===== config.mk =====
export PLATFORM = sky130hd
export DESIGN_NAME = sync_fifo_param
export DESIGN_NICKNAME = d
export VERILOG_FILES = /design/src/rtl/sync_fifo_param.sv
export SDC_FILE = /design/constraint.sdc
export NUM_CORES = 1
export LEC_CHECK = 0
export CAP_MARGIN = 15
export CORE_MARGIN = 3
export CORE_UTILIZATION = 33
export CTS_BUF_LIST = sky130_fd_sc_hd__clkbuf_4
export DETAILED_ROUTE_END_ITERATION = 12
export PLACE_DENSITY = 0.55
export SLEW_MARGIN = 15
export SYNTH_ARGS = -nofsm -noshare
export SYNTH_HDL_FRONTEND = slang
export SYNTH_SLANG_ARGS = --single-unit
export TNS_END_PERCENT = 1

===== constraint.sdc =====
create_clock -name clk -period 8.55 [get_ports clk]
set_clock_uncertainty 0.15 [all_clocks]
set_input_delay 1.71 -clock clk [delete_from_list [all_inputs] [get_ports clk]]
set_output_delay 1.71 -clock clk [all_outputs]
set_load 0.02 [all_outputs]

===== src/rtl/sync_fifo_param.sv =====
// sync_fifo_param: parametrised single-clock FIFO with occupancy count,
// programmable almost-full/almost-empty thresholds, synchronous flush and
// sticky overflow/underflow flags.
//
// Optional build macro: FIFO_FWFT_EN
//   defined   -> first-word-fall-through: data_out shows the head entry
//                combinationally while not empty, 0 when empty.
//   undefined -> registered read: data_out loads on each accepted read and
//                holds until the next one.
//
// Ports:
//   clk          sole clock, rising edge
//   rst          asynchronous active-high reset
//   flush        synchronous clear of pointers, count and error flags
//   data_in      write data
//   write        write request (accepted when not full)
//   read         read request (accepted when not empty)
//   data_out     read data
//   full         count == DEPTH
//   empty        count == 0
//   almost_full  count >= AF_THRESH
//   almost_empty count <= AE_THRESH
//   count        current occupancy
//   overflow     sticky: write attempted while full
//   underflow    sticky: read attempted while empty

module sync_fifo_param #(
    parameter int unsigned DATA_WIDTH = 8,
    parameter int unsigned DEPTH      = 16,
    parameter int unsigned AF_THRESH  = DEPTH - 2,
    parameter int unsigned AE_THRESH  = 2
) (
    input  logic                         clk,
    input  logic                         rst,
    input  logic                         flush,
    input  logic [DATA_WIDTH-1:0]        data_in,
    input  logic                         write,
    input  logic                         read,
    output logic [DATA_WIDTH-1:0]        data_out,
    output logic                         full,
    output logic                         empty,
    output logic                         almost_full,
    output logic                         almost_empty,
    output logic [$clog2(DEPTH+1)-1:0]   count,
    output logic                         overflow,
    output logic                         underflow
);

    localparam int unsigned AW = $clog2(DEPTH);
    localparam int unsigned CW = $clog2(DEPTH + 1);

    localparam logic [CW-1:0] DEPTH_C = CW'(DEPTH);
    localparam logic [CW-1:0] AF_C    = CW'(AF_THRESH);
    localparam logic [CW-1:0] AE_C    = CW'(AE_THRESH);

    // Elaboration-time parameter sanity checks.
    if (DATA_WIDTH < 1) begin : g_bad_width
        $error("sync_fifo_param: DATA_WIDTH must be >= 1");
    end
    if (DEPTH < 2 || (DEPTH & (DEPTH - 1)) != 0) begin : g_bad_depth
        $error("sync_fifo_param: DEPTH must be a power of two >= 2");
    end
    if (AF_THRESH < 1 || AF_THRESH > DEPTH) begin : g_bad_af
        $error("sync_fifo_param: AF_THRESH out of range 1..DEPTH");
    end
    if (AE_THRESH > DEPTH - 1) begin : g_bad_ae
        $error("sync_fifo_param: AE_THRESH out of range 0..DEPTH-1");
    end

    logic [DATA_WIDTH-1:0] mem [DEPTH];
    logic [AW-1:0]         wr_ptr;
    logic [AW-1:0]         rd_ptr;
    logic                  wr_en;
    logic                  rd_en;

    // Requests are judged against the flags of the current count, so a
    // write at full is refused even when a read frees a slot this cycle.
    assign wr_en = write && !full && !flush;
    assign rd_en = read && !empty && !flush;

    assign full         = (count == DEPTH_C);
    assign empty        = (count == '0);
    assign almost_full  = (count >= AF_C);
    assign almost_empty = (count <= AE_C);

    // Storage is deliberately left out of reset and flush.
    always_ff @(posedge clk) begin
        if (wr_en) begin
            mem[wr_ptr] <= data_in;
        end
    end

    always_ff @(posedge clk or posedge rst) begin
        if (rst) begin
            wr_ptr    <= '0;
            rd_ptr    <= '0;
            count     <= '0;
            overflow  <= 1'b0;
            underflow <= 1'b0;
        end else if (flush) begin
            wr_ptr    <= '0;
            rd_ptr    <= '0;
            count     <= '0;
            overflow  <= 1'b0;
            underflow <= 1'b0;
        end else begin
            if (wr_en) begin
                wr_ptr <= wr_ptr + 1'b1;
            end
            if (rd_en) begin
                rd_ptr <= rd_ptr + 1'b1;
            end
            unique case ({wr_en, rd_en})
                2'b10:   count <= count + 1'b1;
                2'b01:   count <= count - 1'b1;
                default: count <= count;
            endcase
            if (write && full) begin
                overflow <= 1'b1;
            end
            if (read && empty) begin
                underflow <= 1'b1;
            end
        end
    end

`ifdef FIFO_FWFT_EN
    assign data_out = empty ? '0 : mem[rd_ptr];
`else
    logic [DATA_WIDTH-1:0] rd_data;

    always_ff @(posedge clk or posedge rst) begin
        if (rst) begin
            rd_data <= '0;
        end else if (flush) begin
            rd_data <= '0;
        end else if (rd_en) begin
            rd_data <= mem[rd_ptr];
        end
    end

    assign data_out = rd_data;
`endif

endmodule


# --- Word-level counts from Yosys, hierarchy flattened ---
# Memory sizes are Yosys's and may differ from the RTL's.
# Cells that the tools add are included.
word_totals:
  ff_bits: 23
  mem_bits_rw: 128
  input_bits: 13
  output_inout_bits: 19
  n_memories: 1
memory_table:
  columns: ["memory", "depth", "word_bits", "rd", "rd_clocked_by_memory_dff", "wr", "line", "rtl"]
  rows:
  - ["mem", 16, 8, 1, 0, 1, "70", "logic [DATA_WIDTH-1:0] mem [DEPTH];"]
op_classes:
  add_sub_neg: 4
  n_lt_le_gt_ge: 2
  eq_ne: 3
  mux: 14
  n_reduce_logical: 15
op_table:
  columns: ["operator", "n"]
  rows:
  - ["4-bit two-way mux", 4]
  - ["8-bit two-way mux", 2]
  - ["5-bit case mux with 2 select lines", 1]
  - ["4-bit by 1-bit adder with 4-bit output (second input constant)", 2]
  - ["2-bit nonzero test", 4]
  - ["1-bit logical AND", 6]
  - ["1-bit two-way mux", 6]
  - ["5-bit by 1-bit adder with 5-bit output (second input constant)", 1]
  - ["5-bit equality test (second input constant)", 1]
  - ["5-bit by 4-bit >= comparator with 1-bit output (second input constant)", 1]
  - ["5-bit by 2-bit less-or-equal comparator with 1-bit output (second input constant)", 1]
  - ["5-bit zero test", 1]
  - ["5-bit two-way mux", 1]
  - ["5-bit by 1-bit subtractor with 5-bit output (second input constant)", 1]
  - ["1-bit zero test", 3]
  - ["3-bit nonzero test", 1]
  - ["2-bit by 1-bit equality test with 1-bit output (second input constant)", 1]
  - ["2-bit equality test (second input constant)", 1]

# --- Longest topological paths before layout ---
# Gate-level depths: netlist (run 1).
logic_depth:
  word_depth: 7
  mapped_depth: 10
  ltp_nobuf: 8

# --- Least setup slack after synthesis (run 1) ---
# Ideal clock, no wire load.
synth_path:
  kind: "input port to flip-flop"
  start: "input port read"
  end: "register count[4]"
  setup_time_ns: 0.136
  t_arrival_ns: 3.405
  path_slack_ns: 4.859
  stages: 10
  path_cell_list: "buf_2 -> nor2b_1 -> buf_1 -> o211ai_1 -> xnor2_1 -> ha_1 -> nand2_1 -> a32oi_1 -> mux2i_1 -> o22ai_1"
synth_via:
  elab_chain_len: 5
  word_cells_on_any_way: 7
  classes_between: "eq/ne: 2; mux: 2; reduce/logical: 3"
synth_lines:
  columns: ["item", "line", "rtl"]
  rows:
  - ["start: declaration", "38", "input logic read,"]
  - ["1-bit logical AND * (2 in series)", "79", "assign rd_en = read && !empty && !flush;"]
  - ["2-bit by 1-bit equality test with 1-bit output / 2-bit equality test (equally long branches)", "113", "unique case ({wr_en, rd_en})"]
  - ["5-bit case mux with 2 select lines", "113", null]
  - ["5-bit two-way mux", "100", "end else if (flush) begin"]
  - ["end signal: assignment", "114", "2'b10: count <= count + 1'b1;"]
  - ["end signal: assignment", "115", "2'b01: count <= count - 1'b1;"]
  - ["end signal: assignment", "116", "default: count <= count;"]
  - ["end: declaration", "44", "output logic [$clog2(DEPTH+1)-1:0] count,"]
# Mark *: on every way between the ends. The rest lies on a longest branch, timed or not.
# A chain may end at the register's enable or synchronous reset.

# --- Final worst setup path (run 1) ---
layout_path:
  start: "register count[3]"
  end: "output port empty"
layout_via:
  elab_chain_len: 1
layout_lines:
  columns: ["item", "line", "rtl"]
  rows:
  - ["5-bit zero test", "82", "assign empty = (count == '0);"]
  - ["end: declaration", "41", "output logic empty,"]
# No other way between the ends.

==> results.cfg, run 1 <==
[cts]
htree_levels = 4
postCtsResizedCells = 0
holdBufCountCts = 0
post_cts_buffers = 0
cts.sinks = 151
path_clk_slew_ns = 0.14
cts_tree = yes
cts-root-buf = clkbuf_4
clk_latency_ns = 0.54
cts_inserted_buffers = 17
cts_max_path_buffers = 2

[finish]
drive_gt1_frac = 0.136
final_nets = 396
antenna_cells = 0
area_growth_pct = 12.5

[power_and_ir_drop]
p_clk_frac = 0.237
swShare = 0.323
p_int_uw = 1220
vdd_drop_max_v = 0.000118
comb_power_share = 0.248
power_density_nw_per_um2 = 252
seqPwrFrac = 0.514
p_leak_uw = 0.00233
power_switching_uw = 580

[synthesis]
netlist_area_um2 = 6340
synth_nets = 364
ys_async_sr_fraction = 0.152
yosys-top-cells-count = 128 x edfxtp_1, 33 x nor2_1, 28 x mux4_1
synth-seq-area-share = 0.697
synth_edf_count = 128
dominantRegCellSynth = edfxtp_1
avgSynthCellArea_um2 = 18.4
synth.top_cell.area_share = 0.607
ys_ff_latch = 151
syn_inst = 344
synth.distinct_cells = 43
yosys_warnings = 0
synth_top_area_cell = edfxtp_1
synthTopCellsByArea = edfxtp_1 61%, mux4_1 12%, dfrtp_1 9.1%, mux4_2 4.3%, nor2_1 2.0%
yosysMostFrequentCell = edfxtp_1

[die]
coreArea_um2 = 18800
initial_utilization = 0.338
ios = 32
die_area_um2 = 20900
chipWidth_um = 145
rows = 50
dieHeight_um = 145

[timing]
fmax_mhz = 208
timing.hold.ws_ns = 0.359
slew_violations = 0
tightest_slew_ns = 1.07
setup_viol = 0
fin_tns_setup_ns = 0
hold_violations = 0
rsz0062_at_grt = no
fin_crit_ns = 4.80
min_period_over_period = 0.561
slew_headroom = 0.287

[outcome]
status = finished, final reports clean

[worst_setup_path]
crit_path_start_kind = flip-flop
critPathKind = reg -> out
worst-path-max-fanout = 14
worstPathRequired_ns = 6.69
crit_arrival_ns = 2.94
end_kind = primary output

[worst_hold_path]
hp-class = reg -> reg

[global_route]
antenna_found_initial = 0
grt_first_pass_wirelength_um = 20100
grt_overflow_total = 0
grt_pass1_vias = 3314
groute.usage.overall = 0.132
grt_max_degree = 36

[detailed_routing]
vias = 3263
drtIter0Drc = 223
wl_per_cell_um = 20.9
ant_nets = 0
drc_errors = 0
viasPerCell = 5.24
finalWirelength_um = 13100
dr.pass1.iters = 5

[placement]
numPortBuffers = 31
globalplace.congestion = 0.786
place_hpwl_um = 8240

[job]
maxCapViolCount = 0
[path summary, 6_finish.rpt]
| kind | endpoint | startpoint | depth (start not counted) | slack [ns] |
|---|---|---|---|---|
| worst max-delay path | empty | count[3]$_DFFE_PP0P_ | 4 | 3.75 |
| worst min-delay path | data_out[3]$_DFFE_PP0P_ | data_out[3]$_DFFE_PP0P_ | 1 | 0.36 |
| worst max register to register | count[4]$_DFFE_PP0P_ | count[0]$_DFFE_PP0P_ | 8 | 5.56 |
| worst min register to register | data_out[3]$_DFFE_PP0P_ | data_out[3]$_DFFE_PP0P_ | 1 | 0.36 |
| max in group asynchronous | rd_ptr[1]$_DFFE_PP0P_ | rst | 2 | 6.12 |
| min in group asynchronous | wr_ptr[0]$_DFFE_PP0P_ | rst | 2 | 1.51 |
[flip-flops by register name, summed over array words and instances, names as in the netlist]
signal and cells:
count 5, data_out 8, mem 128, overflow 1
rd_ptr 4, underflow 1, wr_ptr 4
[power by group through the flow]
stage	registers [µW]	logic [µW]	clock network (µW)
6_report	925	447	426
3_3_place_gp	943	442	0
2_1_floorplan	900	335	0
5_1_grt	937	486	471
4_1_cts	928	451	438
3_5_place_dp	945	449	0
[cells by family after synthesis]
logic type / count (synthesis) / share of synthesized area
DFF: 151 / 0.697
xor gates and xnor gates: 7 / 0.00967
AOI/OAI and AO/OA: 35 / 0.0395
and+or+nand+nor: 72 / 0.0535
adders and majority gates: 7 / 0.0138
muxes: 43 / 0.163
buffers and inverters: 29 / 0.0227
[layout make-up]
cell class | count | area, µm²
Fill cell | 1750 | 11600
Sequential cell | 151 | 4420
Multi-Input combinational cell | 164 | 1770
Timing Repair Buffer | 34 | 333
Tap cell | 234 | 293
Clock inverter | 15 | 148
Clock buffer | 17 | 128
Inverter | 8 | 30.0
[per-layer routing]
layer  vias to the layer above  GRT usage  wire [µm]  share of wire
met5                         -          0          0              0
met4                         0     0.0417        201          0.015
met3                        15     0.0374        600          0.046
met2                        86      0.207       6380           0.49
met1                      1699      0.178       5870           0.45
li1                       1463          -          -              -
[cells in the final DEF, fill, tap and decap left out, drive strengths merged, types with 2 or more instances in the layout]
cell	n
clkinv	4
nor3	2
nor2b	2
clkdlybuf4s50	31
edfxtp	128
o21ai	6
mux4	40
nand2b	2
xor2	5
nand4	3
inv	13
dfrtp	23
ha	7
a21o	3
and2	2
mux2i	3
xnor2	2
or3	2
nand2	12
buf	3
or2	2
clkinvlp	5
nor2	33
a32o	8
o211ai	2
nand3	7
a21oi	8
clkbuf	17
[stage by stage]
stage          instances  utilization  power [µW]  setup slack, ns  area [µm²]
2_1_floorplan        344            -        1240             4.86        6340
3_3_place_gp         591        0.365        1380             3.72        6850
3_5_place_dp         591        0.365        1390             3.59        6850
4_1_cts              623        0.380        1820             3.69        7130
5_1_grt              623        0.380        1890             3.46        7130
6_report             623        0.380        1800             3.75        7130
[critical path: stages, from the launching register on]
cell,delay [ns]
dfrtp_1,0.52
nor4_2,0.56
nand2_1,0.45
inv_1,0.23
clkdlybuf4s50_1,0.63
(Power assumes the default switching activity.)
==> run 2, diff against run 1 <==
PLACE_DENSITY = 0.57   (was 0.55)
clock period = 4.17 ns   (was 8.55 ns; I/O delays follow)
==> run 2 against run 1 <==
  * First-iteration DRC count up 27%
  * Clock power rose by 120%
  * Non-clock buffer count rose by 23
  * Utilization up 1.0 points
  * Critical path depth stayed put
  * Wire length up 2.9%
  * Sequential power is 99% higher
  * Die area stayed put
  * Register-to-register slack worse by 4.4 ns
  * Worst hold slack improved by 0.0026 ns
  * Power rose by 110%
==> results.cfg, run 2 (synthesis gave the netlist of run 1 again) <==
[outcome]
status = finished, final reports clean

[worst_setup_path]
crit_family = simple AND/OR/NAND/NOR gates
path_cells = nor4_2 > nand2_1 > inv_1 > clkdlybuf4s50_1
r2r_setup_slack_ns = 1.17
crit_buf_inv = 2
ff2ff_path_depth = 8
reg2reg_from = count[0]$_DFFE_PP0P_
crit_path_start_kind = flip-flop
critPathKind = reg -> out
crit_arrival_ns = 2.88
max_stage_delay_ns = 0.63
worstPathRequired_ns = 3.19
end_kind = primary output
critPathSlowestCell = clkdlybuf4s50_1
worst-path-max-fanout = 14
regToRegEndpoint = count[4]$_DFFE_PP0P_

[job]
maxCapViolCount = 0

[power_and_ir_drop]
vdd_drop_max_v = 0.000220
power_density_nw_per_um2 = 512
p_leak_uw = 0.00248
total_power_uw = 3750

[cts]
postCtsResizedCells = 0
cts_tree = yes
htree_levels = 4
cts_inserted_buffers = 17
cts_max_path_buffers = 2
holdBufCountCts = 0
clk_latency_ns = 0.54
post_cts_buffers = 0
cts-root-buf = clkbuf_4
path_clk_slew_ns = 0.12
cts.sinks = 151

[timing]
tightest_slew_ns = 0.879
hold_violations = 0
slew_headroom = 0.413
min_period_over_period = 0.927
slew_violations = 0
setup_viol = 0
fin_tns_setup_ns = 0
rsz0062_at_grt = no
fmax_mhz = 259
fin_crit_ns = 3.87

[finish]
seq_area_um2 = 4420
final_common_cell = edfxtp_1
nFillCells = 1707
multiInputGateArea_um2 = 1770
antenna_cells = 0
most-common-layout-cells = 128 x edfxtp_1, 33 x nor2_1, 31 x clkdlybuf4s50_1
largest_reg_flops = 128
area_growth_pct = 15.4
drive_gt1_frac = 0.182
final_nets = 419
largest_register = mem

[worst_hold_path]
hold_start = underflow$_DFFE_PP0P_
hold_path_end = underflow$_DFFE_PP0P_
hp-class = reg -> reg
whs_path_depth = 2

[die]
coreArea_um2 = 18800
rows = 50
die_area_um2 = 20900
dieHeight_um = 145
initial_utilization = 0.338
ios = 32
chipWidth_um = 145

[detailed_routing]
finalWirelength_um = 13400
vias = 3382
wl_per_cell_um = 20.8
dr.pass1.iters = 4
ant_nets = 0
drc_errors = 0
viasPerCell = 5.24
drtIter0Drc = 284

[placement]
globalplace.congestion = 0.820
numPortBuffers = 31
place_hpwl_um = 8830

[global_route]
grt_max_degree = 36
groute.usage.overall = 0.135
grt_pass1_vias = 3332
grt_first_pass_wirelength_um = 20500
grt_overflow_total = 0
antenna_found_initial = 0
[run 2: cell types whose count changed in the layout (fill, tap and decap cells not counted), sizes merged]
cell / change
inv: -4
clkinv: +4
bufinv: +2
clkbuf: +1
clkinvlp: -3
buf: +23
[run 2: routing by layer]
layer / wire [µm] / global-route usage / vias to the layer above
li1: - / - / 1516
met2: 6240 / 0.200 / 99
met3: 680 / 0.0407 / 5
met4: 70 / 0.0250 / 0
met5: 0 / 0 / -
met1: 6440 / 0.201 / 1762
[run 2: worst min-delay path, stage by stage (launching register included)]
cell and delay, ns:
dfrtp_1 0.37, a21oi_1 0.05, nor2_1 0.07
[run 2: power breakdown]
| part | switching, µW | internal (µW) |
|---|---|---|
| Sequential | 127 | 1710 |
| Clock | 509 | 417 |
| Combinational | 494 | 489 |
| Total | 1130 | 2620 |
[run 2: per-stage QoR]
| stage | area [µm²] | cells | setup slack, ns | utilization | hold WS, ns |
|---|---|---|---|---|---|
| 2_1_floorplan | 6340 | 344 | 1.34 | - | 0.401 |
| 3_3_place_gp | 7020 | 614 | 0.818 | 0.374 | 0.336 |
| 5_1_grt | 7320 | 646 | 0.0176 | 0.390 | 0.390 |
| 6_report | 7320 | 646 | 0.305 | 0.390 | 0.362 |
| 4_1_cts | 7320 | 646 | 0.245 | 0.390 | 0.372 |
| 3_5_place_dp | 7020 | 614 | 0.734 | 0.374 | 0.342 |
[run 2: worst max-delay path by stage]
stage	from	end	slack [ns]	cells after the start
5_1_grt	count[0]$_DFFE_PP0P_	empty	0.02	4
3_5_place_dp	write	count[4]$_DFFE_PP0P_	0.73	9
2_1_floorplan	count[0]$_DFFE_PP0P_	count[4]$_DFFE_PP0P_	1.34	9
3_3_place_gp	write	mem[1][5]$_DFFE_PP_	0.82	6
6_report	count[0]$_DFFE_PP0P_	empty	0.30	4
4_1_cts	count[0]$_DFFE_PP0P_	empty	0.24	4
[run 2: cell type report]
class / instances / area share
Multi-Input combinational cell: 164 / 0.243
Tap cell: 234 / 0.0400
Timing Repair Buffer: 57 / 0.0691
Clock buffer: 18 / 0.0185
Inverter: 8 / 0.00410
Clock inverter: 14 / 0.0215
Sequential cell: 151 / 0.604
